===== src/rtl/parking_pkg.sv =====
// Types and constants shared between the keypad front end and the parking controller.
package parking_pkg;

    typedef enum logic [1:0] {
        ST_IDLE,
        ST_COLLECT,
        ST_FULL,
        ST_SEND
    } entry_state_t;

    typedef enum logic [1:0] {
        KEY_NONE,
        KEY_DIGIT,
        KEY_ENTER,
        KEY_CLEAR
    } key_class_t;

    typedef enum logic {
        DB_WAIT_PRESS,
        DB_WAIT_RELEASE
    } debounce_state_t;

    localparam logic [7:0] PIN_CORRECT = 8'h3D;

    // CLEAR outranks ENTER, which outranks a digit, when several lines are held together.
    function automatic key_class_t classify_key(input logic enter, input logic clear);
        if (clear) begin
            return KEY_CLEAR;
        end
        if (enter) begin
            return KEY_ENTER;
        end
        return KEY_DIGIT;
    endfunction

endpackage


===== src/rtl/key_debouncer.sv =====
// Debounces the combined keypad activity and emits a one-cycle press event with
// the key class and digit code captured at the accepting edge.
module key_debouncer
    import parking_pkg::*;
#(
    parameter int DEBOUNCE_CYCLES = 4
) (
    input  logic       clock,
    input  logic       reset,
    input  logic       key_valid,
    input  logic [3:0] key_code,
    input  logic       key_enter,
    input  logic       key_clear,
    output logic       press_event,
    output key_class_t press_class,
    output logic [3:0] press_code
);

    localparam int CNT_W = $clog2(DEBOUNCE_CYCLES + 1);
    localparam logic [CNT_W-1:0] CNT_LAST = CNT_W'(DEBOUNCE_CYCLES - 1);

    debounce_state_t  state_reg;
    logic [CNT_W-1:0] count_reg;
    logic             press_reg;
    key_class_t       class_reg;
    logic [3:0]       code_reg;
    logic             key_any;

    assign key_any     = key_valid | key_enter | key_clear;
    assign press_event = press_reg;
    assign press_class = class_reg;
    assign press_code  = code_reg;

    // Starting in WAIT_RELEASE forces a key held through reset to be released first.
    always_ff @(posedge clock) begin
        if (reset) begin
            state_reg <= DB_WAIT_RELEASE;
            count_reg <= '0;
            press_reg <= 1'b0;
            class_reg <= KEY_NONE;
            code_reg  <= '0;
        end else begin
            press_reg <= 1'b0;
            unique case (state_reg)
                DB_WAIT_PRESS: begin
                    if (!key_any) begin
                        count_reg <= '0;
                    end else if (count_reg == CNT_LAST) begin
                        press_reg <= 1'b1;
                        class_reg <= classify_key(key_enter, key_clear);
                        code_reg  <= key_code;
                        count_reg <= '0;
                        state_reg <= DB_WAIT_RELEASE;
                    end else begin
                        count_reg <= count_reg + CNT_W'(1);
                    end
                end
                DB_WAIT_RELEASE: begin
                    if (key_any) begin
                        count_reg <= '0;
                    end else if (count_reg == CNT_LAST) begin
                        count_reg <= '0;
                        state_reg <= DB_WAIT_PRESS;
                    end else begin
                        count_reg <= count_reg + CNT_W'(1);
                    end
                end
                default: state_reg <= DB_WAIT_RELEASE;
            endcase
        end
    end

endmodule


===== src/rtl/pin_entry_terminal.sv =====
// Keypad front end: assembles debounced hex digits into a PIN and submits it to the
// parking controller with a single pin_validation strobe per ENTER.
module pin_entry_terminal
    import parking_pkg::*;
#(
    parameter int DIGITS          = 2,
    parameter int DEBOUNCE_CYCLES = 4,
    parameter int TIMEOUT_CYCLES  = 32
) (
    input  logic                         clock,
    input  logic                         reset,
    input  logic                         key_valid,
    input  logic [3:0]                   key_code,
    input  logic                         key_enter,
    input  logic                         key_clear,
    output logic [4*DIGITS-1:0]          pin,
    output logic                         pin_validation,
    output logic [$clog2(DIGITS+1)-1:0]  digit_count,
    output logic                         entry_error,
    output logic                         entry_timeout
);

    localparam int PIN_W = 4 * DIGITS;
    localparam int CW    = $clog2(DIGITS + 1);
    localparam int TW    = $clog2(TIMEOUT_CYCLES);
    localparam logic [CW-1:0] COUNT_LAST_FREE = CW'(DIGITS - 1);
    localparam logic [TW-1:0] TIMER_LAST      = TW'(TIMEOUT_CYCLES - 1);

    logic       press_evt;
    key_class_t press_class;
    logic [3:0] press_code;

    key_debouncer #(
        .DEBOUNCE_CYCLES(DEBOUNCE_CYCLES)
    ) u_debouncer (
        .clock      (clock),
        .reset      (reset),
        .key_valid  (key_valid),
        .key_code   (key_code),
        .key_enter  (key_enter),
        .key_clear  (key_clear),
        .press_event(press_evt),
        .press_class(press_class),
        .press_code (press_code)
    );

    entry_state_t     state_reg;
    logic [PIN_W-1:0] buffer_reg;
    logic [PIN_W-1:0] shifted_next;
    logic [CW-1:0]    count_reg;
    logic [TW-1:0]    timer_reg;
    logic [PIN_W-1:0] pin_reg;
    logic             pin_validation_reg;
    logic             entry_error_reg;
    logic             entry_timeout_reg;

    assign shifted_next   = (buffer_reg << 4) | PIN_W'(press_code);
    assign pin            = pin_reg;
    assign pin_validation = pin_validation_reg;
    assign digit_count    = count_reg;
    assign entry_error    = entry_error_reg;
    assign entry_timeout  = entry_timeout_reg;

    always_ff @(posedge clock) begin
        if (reset) begin
            state_reg          <= ST_IDLE;
            buffer_reg         <= '0;
            count_reg          <= '0;
            timer_reg          <= '0;
            pin_reg            <= '0;
            pin_validation_reg <= 1'b0;
            entry_error_reg    <= 1'b0;
            entry_timeout_reg  <= 1'b0;
        end else begin
            pin_validation_reg <= 1'b0;
            entry_error_reg    <= 1'b0;
            entry_timeout_reg  <= 1'b0;
            unique case (state_reg)
                ST_IDLE: begin
                    timer_reg <= '0;
                    if (press_evt && press_class == KEY_DIGIT) begin
                        buffer_reg <= shifted_next;
                        count_reg  <= CW'(1);
                        state_reg  <= (DIGITS == 1) ? ST_FULL : ST_COLLECT;
                    end else if (press_evt && press_class == KEY_ENTER) begin
                        entry_error_reg <= 1'b1;
                    end
                end
                ST_COLLECT, ST_FULL: begin
                    // A press arriving on the expiry cycle wins and restarts the timer.
                    if (press_evt) begin
                        timer_reg <= '0;
                        unique case (press_class)
                            KEY_DIGIT: begin
                                if (state_reg == ST_COLLECT) begin
                                    buffer_reg <= shifted_next;
                                    count_reg  <= count_reg + CW'(1);
                                    if (count_reg == COUNT_LAST_FREE) begin
                                        state_reg <= ST_FULL;
                                    end
                                end
                            end
                            KEY_ENTER: begin
                                if (state_reg == ST_FULL) begin
                                    state_reg <= ST_SEND;
                                end else begin
                                    entry_error_reg <= 1'b1;
                                    buffer_reg      <= '0;
                                    count_reg       <= '0;
                                    state_reg       <= ST_IDLE;
                                end
                            end
                            KEY_CLEAR: begin
                                buffer_reg <= '0;
                                count_reg  <= '0;
                                state_reg  <= ST_IDLE;
                            end
                            default: ;
                        endcase
                    end else if (timer_reg == TIMER_LAST) begin
                        entry_timeout_reg <= 1'b1;
                        buffer_reg        <= '0;
                        count_reg         <= '0;
                        timer_reg         <= '0;
                        state_reg         <= ST_IDLE;
                    end else begin
                        timer_reg <= timer_reg + TW'(1);
                    end
                end
                ST_SEND: begin
                    pin_reg            <= buffer_reg;
                    pin_validation_reg <= 1'b1;
                    buffer_reg         <= '0;
                    count_reg          <= '0;
                    state_reg          <= ST_IDLE;
                end
                default: state_reg <= ST_IDLE;
            endcase
        end
    end

endmodule

===== config.mk =====
export PLATFORM = sky130hd
export DESIGN_NAME = pin_entry_terminal
export DESIGN_NICKNAME = d
export VERILOG_FILES = /design/src/rtl/parking_pkg.sv /design/src/rtl/key_debouncer.sv /design/src/rtl/pin_entry_terminal.sv
export SDC_FILE = /design/constraint.sdc
export NUM_CORES = 1
export LEC_CHECK = 0
export ABC_AREA = 1
export BUFFER_PORTS_ARGS = -buffer_cell sky130_fd_sc_hd__buf_2
export CORE_MARGIN = 10
export CORE_UTILIZATION = 35
export CTS_BUF_LIST = sky130_fd_sc_hd__clkbuf_4 sky130_fd_sc_hd__clkbuf_8
export DETAILED_ROUTE_END_ITERATION = 16
export PLACE_DENSITY_LB_ADDON = 0.2
export SLEW_MARGIN = 20
export SYNTH_ARGS = -nofsm -noshare
export SYNTH_HDL_FRONTEND = slang
export SYNTH_HIERARCHICAL = 1
export SYNTH_SLANG_ARGS = --single-unit

===== constraint.sdc =====
create_clock -name clock -period 2.65 [get_ports clock]
set_input_delay 0.53 -clock clock [delete_from_list [all_inputs] [get_ports clock]]
set_output_delay 0.53 -clock clock [all_outputs]
set_load 0.02 [all_outputs]

==> metrics.txt, run 1 <==
area of the core=0.00524 mm²; Yosys cell types=29; Residual DRC=0; post-synth top area share=40.4%; routability congestion estimate=0.824; fin nets=307; Setup Skew=6.82 ps; Post-Syn Area=0.00193 mm²; slowest cell delay on critical path=390 ps; max-cap viol count=0; outcome=complete, no violations; #FFs+latches synth=39; Post-Layout Cell Count=360; clk sinks=39; most frequent CP cell=nand2_1; Hold Path Origin=u_debouncer/count_reg[0]$_SDFF_PP0_; count of final setup violators=0; Initial Util=36.9%; Period minus WS final=1790 ps; Post-synth EDFFs=0; clk root buf=clkbuf_8; RSZ-0062 raised after global routing=false; DR vias/cell=4.30; YS warnings=6; # port buffers=21; initial antenna violation count=0; relative slew slack=73.9%; Total Wirelength=3.64 mm; Slew @ Worst Pin=392 ps; leakage power=1.04 nW; WP data arrival=1990 ps; worst-path cell chain=inv_1 -> ha_1 -> inv_2 -> nor2_4 -> nand2_2 -> nand2_4 -> nor2_8 -> nand2_1 -> nand2_1 -> nor2_1; drt first pass iters=4; Reg2Reg Capture Point=buffer_reg[4]$_SDFFE_PP0P_; Mapped Avg Cell Area=7.26 µm²; R2R cell count=10; Core Rows=26; TritonCTS clock tree=built; worst min path class=reg -> reg; chip width=94.3 µm; hold endpoint=u_debouncer/count_reg[0]$_SDFF_PP0_; Util after Layout=42.1%; hold violation count in the final report=0; Max Clk Rate=559 MHz; Hold Crit Depth=1; post-route ant nets=0; postcts setup bufs=0; placed cells=352; first-pass GRT wire length=6.58 mm; Gate Count Post-Synth=266; Syn Nets=284; top cells by area, synth=dfxtp_1 (40%), nor2_1 (12%), nand2_1 (11%), ha_1 (5.8%), inv_1 (5.6%); RR Startpoint=state_reg[0]$_SDFFE_PP0P_; leading area contributor after synthesis=dfxtp_1; All-Layer GR Usage=8.99%; flop-to-flop setup slack=860 ps; antenna cells=0; H-tree Lvls=2; CTS Buf Count=5; ys flop type=dfxtp_1; FF/Latch Area=781 µm²; hold_buf cts=0; final worst-path cycle share=67.4%; dpl hpwl=2.66 mm; Vias=1548; peak supply drop=0.299 mV; Avg WL per Cell=10.1 µm; CTS Buffer Depth=2; Crit Path Max Fanout=18; Final TNS setup=0 ps; FILL cells=569; die area=0.00889 mm²; area of the multi-input gates=975 µm²; Post-synth ARST share=0%; clock latency on the worst-skew pair=290 ps; DIE HEIGHT=94.3 µm; CP startpoint kind=register; GRT overflow=0; most common cell in the netlist=nor2_1; Commonest cells post-synth=nor2_1 (61), nand2_1 (55), dfxtp_1 (39), inv_1 (29), nand3_1 (12); Ports=22; WS Path Type=reg -> reg; clock transition at the registers of the reported paths=80 ps; slowest CP cell=dfxtp_1; largest net degree at the start of global routing=19; Critical Path RT=2850 ps; share of layout cells above drive strength 1=18.6%; sequential share of the synthesized area=40.4%; vias in the first global route=1469; fin. max-slew vios=0; area delta synth->final=14.1%; cell area power density=554 mW/mm²; CP Capture Type=register; DRT iter0 DRCs=65; CTS resizes=0
==> worst max-delay path, delay by kind of cell, from the launching register on <==
kind | cells | cell delay [ps]
and+or+nand+nor | 7 | 690
adders and majority gates | 1 | 390
buffers and inverters | 2 | 210
DFF | 1 | 390
==> layer usage <==
| layer | GRT usage [%] | wire length (µm) | vias to the layer above |
|---|---|---|---|
| li1 | - | - | 871 |
| met1 | 11.2 | 1940 | 645 |
| met2 | 13.2 | 1400 | 25 |
| met3 | 3.44 | 227 | 7 |
| met4 | 4.18 | 69 | 0 |
| met5 | 0 | 0 | - |
==> placed cells by master (no fill, tap or decap), drive strengths merged <==
| master | instances |
|---|---|
| nor2 | 69 |
| nand2 | 62 |
| dfxtp | 39 |
| inv | 35 |
| buf | 22 |
| nand3 | 14 |
| o21ai | 11 |
| ha | 9 |
| nand4 | 9 |
| clkbuf | 5 |
| a21oi | 3 |
| clkinv | 3 |
| nor3 | 2 |
| or2 | 1 |
| o22ai | 1 |
| o21bai | 1 |
| xor2 | 1 |
| a211oi | 1 |
| nor4 | 1 |
| bufinv | 1 |
==> power by group <==
part	internal (mW)	switching, mW	total [mW]
sequential	0.597	0.00807	0.605
combinational	0.0425	0.0747	0.117
clock	0.280	0.219	0.499
total	0.920	0.302	1.22
==> layout make-up <==
type / instances / area share (%)
Clock buffer: 5 / 3.12
Clock inverter: 3 / 1.99
Inverter: 36 / 6.13
Multi-Input combinational cell: 185 / 44.2
Sequential cell: 39 / 35.4
Tap cell: 70 / 3.98
Timing Repair Buffer: 22 / 5.11
==> metrics by stage <==
step	cell area, µm²	hold slack, ps	setup WS, ps	power, mW
global route	2200	451	662	1.29
global placement	2090	410	881	0.736
floorplan	1930	397	1010	0.714
finish	2200	417	863	1.22
CTS	2200	423	862	1.24
detailed placement	2090	412	869	0.736
==> cells by family after synthesis <==
kind of cell | Yosys count | share of synthesized area (%)
XOR/XNOR | 1 | 0.453
AO/OA/AOI/OAI | 17 | 4.73
AND/OR/NAND/NOR | 158 | 39.4
adder cells (fa/ha/maj) | 9 | 5.83
buffers and inverters | 42 | 9.13
flip-flops | 39 | 40.4
==> worst max-delay path by stage <==
stage                     slack (ps)  cells after the start                     endpoint                       from
after floorplan                 1010                     11   buffer_reg[7]$_SDFFE_PP0P_  state_reg[0]$_SDFFE_PP0P_
after global placement           880                     10  digit_count[1]$_SDFFE_PP0P_  state_reg[0]$_SDFFE_PP0P_
after detailed placement         870                     10   buffer_reg[0]$_SDFFE_PP0P_  state_reg[0]$_SDFFE_PP0P_
after CTS                        860                      9   buffer_reg[7]$_SDFFE_PP0P_  state_reg[1]$_SDFFE_PP0P_
after global routing             660                     10   buffer_reg[5]$_SDFFE_PP0P_  state_reg[0]$_SDFFE_PP0P_
final                            860                     10   buffer_reg[4]$_SDFFE_PP0P_  state_reg[0]$_SDFFE_PP0P_
Power figures use the tool's default switching activity.
==> run 2: changes to the inputs <==
==> constraint.sdc (replaced) <==
create_clock -name clock -period 1.69 [get_ports clock]
set_input_delay 0.338 -clock clock [delete_from_list [all_inputs] [get_ports clock]]
set_output_delay 0.338 -clock clock [all_outputs]
set_load 0.02 [all_outputs]
==> run 2 against run 1 <==
Net effect: non-clock buffer count rose by 7; die area unchanged; register-to-register slack worse by 770 ps; worst hold slack worse by 65 ps; wire length up 5.1%; sequential cell count unchanged; sequential share of layout area is 1.7 points lower; sequential power increased by 57%; fmax rose by 12%; setup slack got worse by 770 ps; combinational power rose by 91%; critical path type unchanged.
==> metrics.txt, run 2 (synthesized netlist as in run 1, its figures left out) <==
CP startpoint kind=register; peak supply drop=0.425 mV (+42%); leakage power=1.10 nW (+5.6%); most used routing layer=met2; clk sinks=39 (unchanged); dpl hpwl=2.73 mm (+2.7%); design area=0.00232 mm² (+5.3%); Crit Path Max Fanout=6 (-12); fin nets=317 (+3.3%); Hold Path Origin=reset; Slew @ Worst Pin=369 ps (-23.3 ps); CTS Buf Count=5 (unchanged); most frequent cells in the layout=nor2_1 (61), nand2_1 (55), dfxtp_1 (37), inv_1 (28), buf_2 (21); antenna cells=0 (unchanged); area of the core=0.00524 mm² (unchanged); Core Rows=26 (unchanged); count of final setup violators=0 (unchanged); worst-path cell chain=inv_2 -> ha_4 -> nand2_2 -> nor2_4 -> nand2_4 -> nand3_4 -> nor2_8 -> buf_4 -> nor2_2 -> nor2_2; die area=0.00889 mm² (unchanged); Setup Skew=8.37 ps (+1.55 ps); GRT overflow=0 (unchanged); met2 usage=13.2% (-0.057 points); most frequent CP cell=nor2_2; TritonCTS clock tree=built; FILL cells=547 (-3.9%); hold violation count in the final report=0 (unchanged); DR vias/cell=4.33 (+0.75%); GR Layer Usage met3=3.28% (-0.16 points); fin. max-slew vios=0 (unchanged); DRT iter0 DRCs=73 (+12%); Avg WL per Cell=10.3 µm (+2.2%); All-Layer GR Usage=8.93% (-0.068 points); area delta synth->final=20.1%; Util after Layout=44.3% (+2.2 points); Vias=1603 (+3.6%); Max Clk Rate=625 MHz (+12%); Initial Util=36.9% (unchanged); final worst-path cycle share=94.7% (+27 points); clock transition at the registers of the reported paths=80 ps (about the same); largest net degree at the start of global routing=19 (unchanged); RR Startpoint=state_reg[0]$_SDFFE_PP0P_; WP data arrival=1790 ps (-200 ps); vias in the first global route=1506 (+2.5%); initial antenna violation count=0 (unchanged); outcome=complete, no violations; Ports=22 (unchanged); share of layout cells above drive strength 1=23.0% (+4.4 points); max-cap viol count=0 (unchanged); worst-case hold slack=352 ps (-64.9 ps); DIE HEIGHT=94.3 µm (unchanged); slowest CP cell=dfxtp_1; Final TNS setup=0 ps (unchanged); chip width=94.3 µm (unchanged); Residual DRC=0 (unchanged); relative slew slack=75.4% (+1.5 points); clock latency on the worst-skew pair=290 ps (about the same); cell area power density=848 mW/mm² (+53%); met1 usage=11.2% (-0.056 points); drt first pass iters=4 (unchanged); first-pass GRT wire length=6.56 mm (-0.41%); # port buffers=21 (unchanged); RSZ-0062 raised after global routing=false; Period minus WS final=1600 ps (-187 ps); dpl cell area=0.00213 mm² (+1.8%); post-route ant nets=0 (unchanged); clk root buf=clkbuf_8; WS Path Type=reg -> reg; Critical Path Start=state_reg[0]$_SDFFE_PP0P_; Critical Path RT=1880 ps (-970 ps); worst min path class=in -> reg; Total Wirelength=3.82 mm (+5.1%); H-tree Lvls=2 (unchanged); slowest cell delay on critical path=340 ps (-50 ps); CTS Buffer Depth=2 (unchanged); CP Capture Type=register; commonest non-fill, non-tap cell in the layout=nor2_1; routability congestion estimate=0.797 (-3.3%)
[run 2: timing repair]
action / CTS / global route
hold buffers: 0 / 0
buffers inserted: 0 / 2
endpoints found under the setup margin: 0 / 11
gates resized for setup: 0 / 7
[run 2: critical path: cells and delay by family, from the launching register on]
kind / cells / cell delay (ps)
fa+ha+maj: 1 / 270
buf+inv: 2 / 190
flops: 1 / 340
simple gates: 7 / 680
[run 2: layer usage]
metal	wire, µm	part of all wire (%)
met3	197	5.2
met5	0	0
met4	63	1.6
met1	1980	52
met2	1580	41
[run 2: power by group]
part / leakage [nW] / switching (mW) / internal, mW
Combinational: 0.720 / 0.135 / 0.0886
Clock: 0.0612 / 0.321 / 0.478
Sequential: 0.315 / 0.0110 / 0.936
Total: 1.10 / 0.467 / 1.50
[run 2: per-stage QoR]
| step | power, mW | instances | setup WS (ps) |
|---|---|---|---|
| floorplan | 1.12 | 266 | 53.3 |
| global placement | 1.16 | 357 | 47.1 |
| detailed placement | 1.16 | 357 | 29.0 |
| CTS | 1.98 | 365 | 17.7 |
| global route | 2.07 | 370 | 1.98 |
| finish | 1.97 | 370 | 90.1 |
[run 2: final timing paths]
| path | to | slack (ps) | depth (start not counted) |
|---|---|---|---|
| min reg2reg | u_debouncer/count_reg[0]$_SDFF_PP0_ | 440 | 1 |
| max reg2reg | buffer_reg[7]$_SDFFE_PP0P_ | 90 | 10 |
| min | u_debouncer/press_event$_SDFF_PP0_ | 350 | 2 |
| max | buffer_reg[7]$_SDFFE_PP0P_ | 90 | 10 |
[run 2: layout make-up]
| cell class | count | area (µm²) | share of cell area (%) |
|---|---|---|---|
| clock buffer | 6 | 82.6 | 3.56 |
| clock inverter | 2 | 35.0 | 1.51 |
| inverter | 36 | 135 | 5.82 |
| multi-input combinational | 188 | 1030 | 44.5 |
| sequential | 39 | 783 | 33.7 |
| tap | 70 | 87.6 | 3.77 |
| timing repair buffer | 29 | 165 | 7.12 |
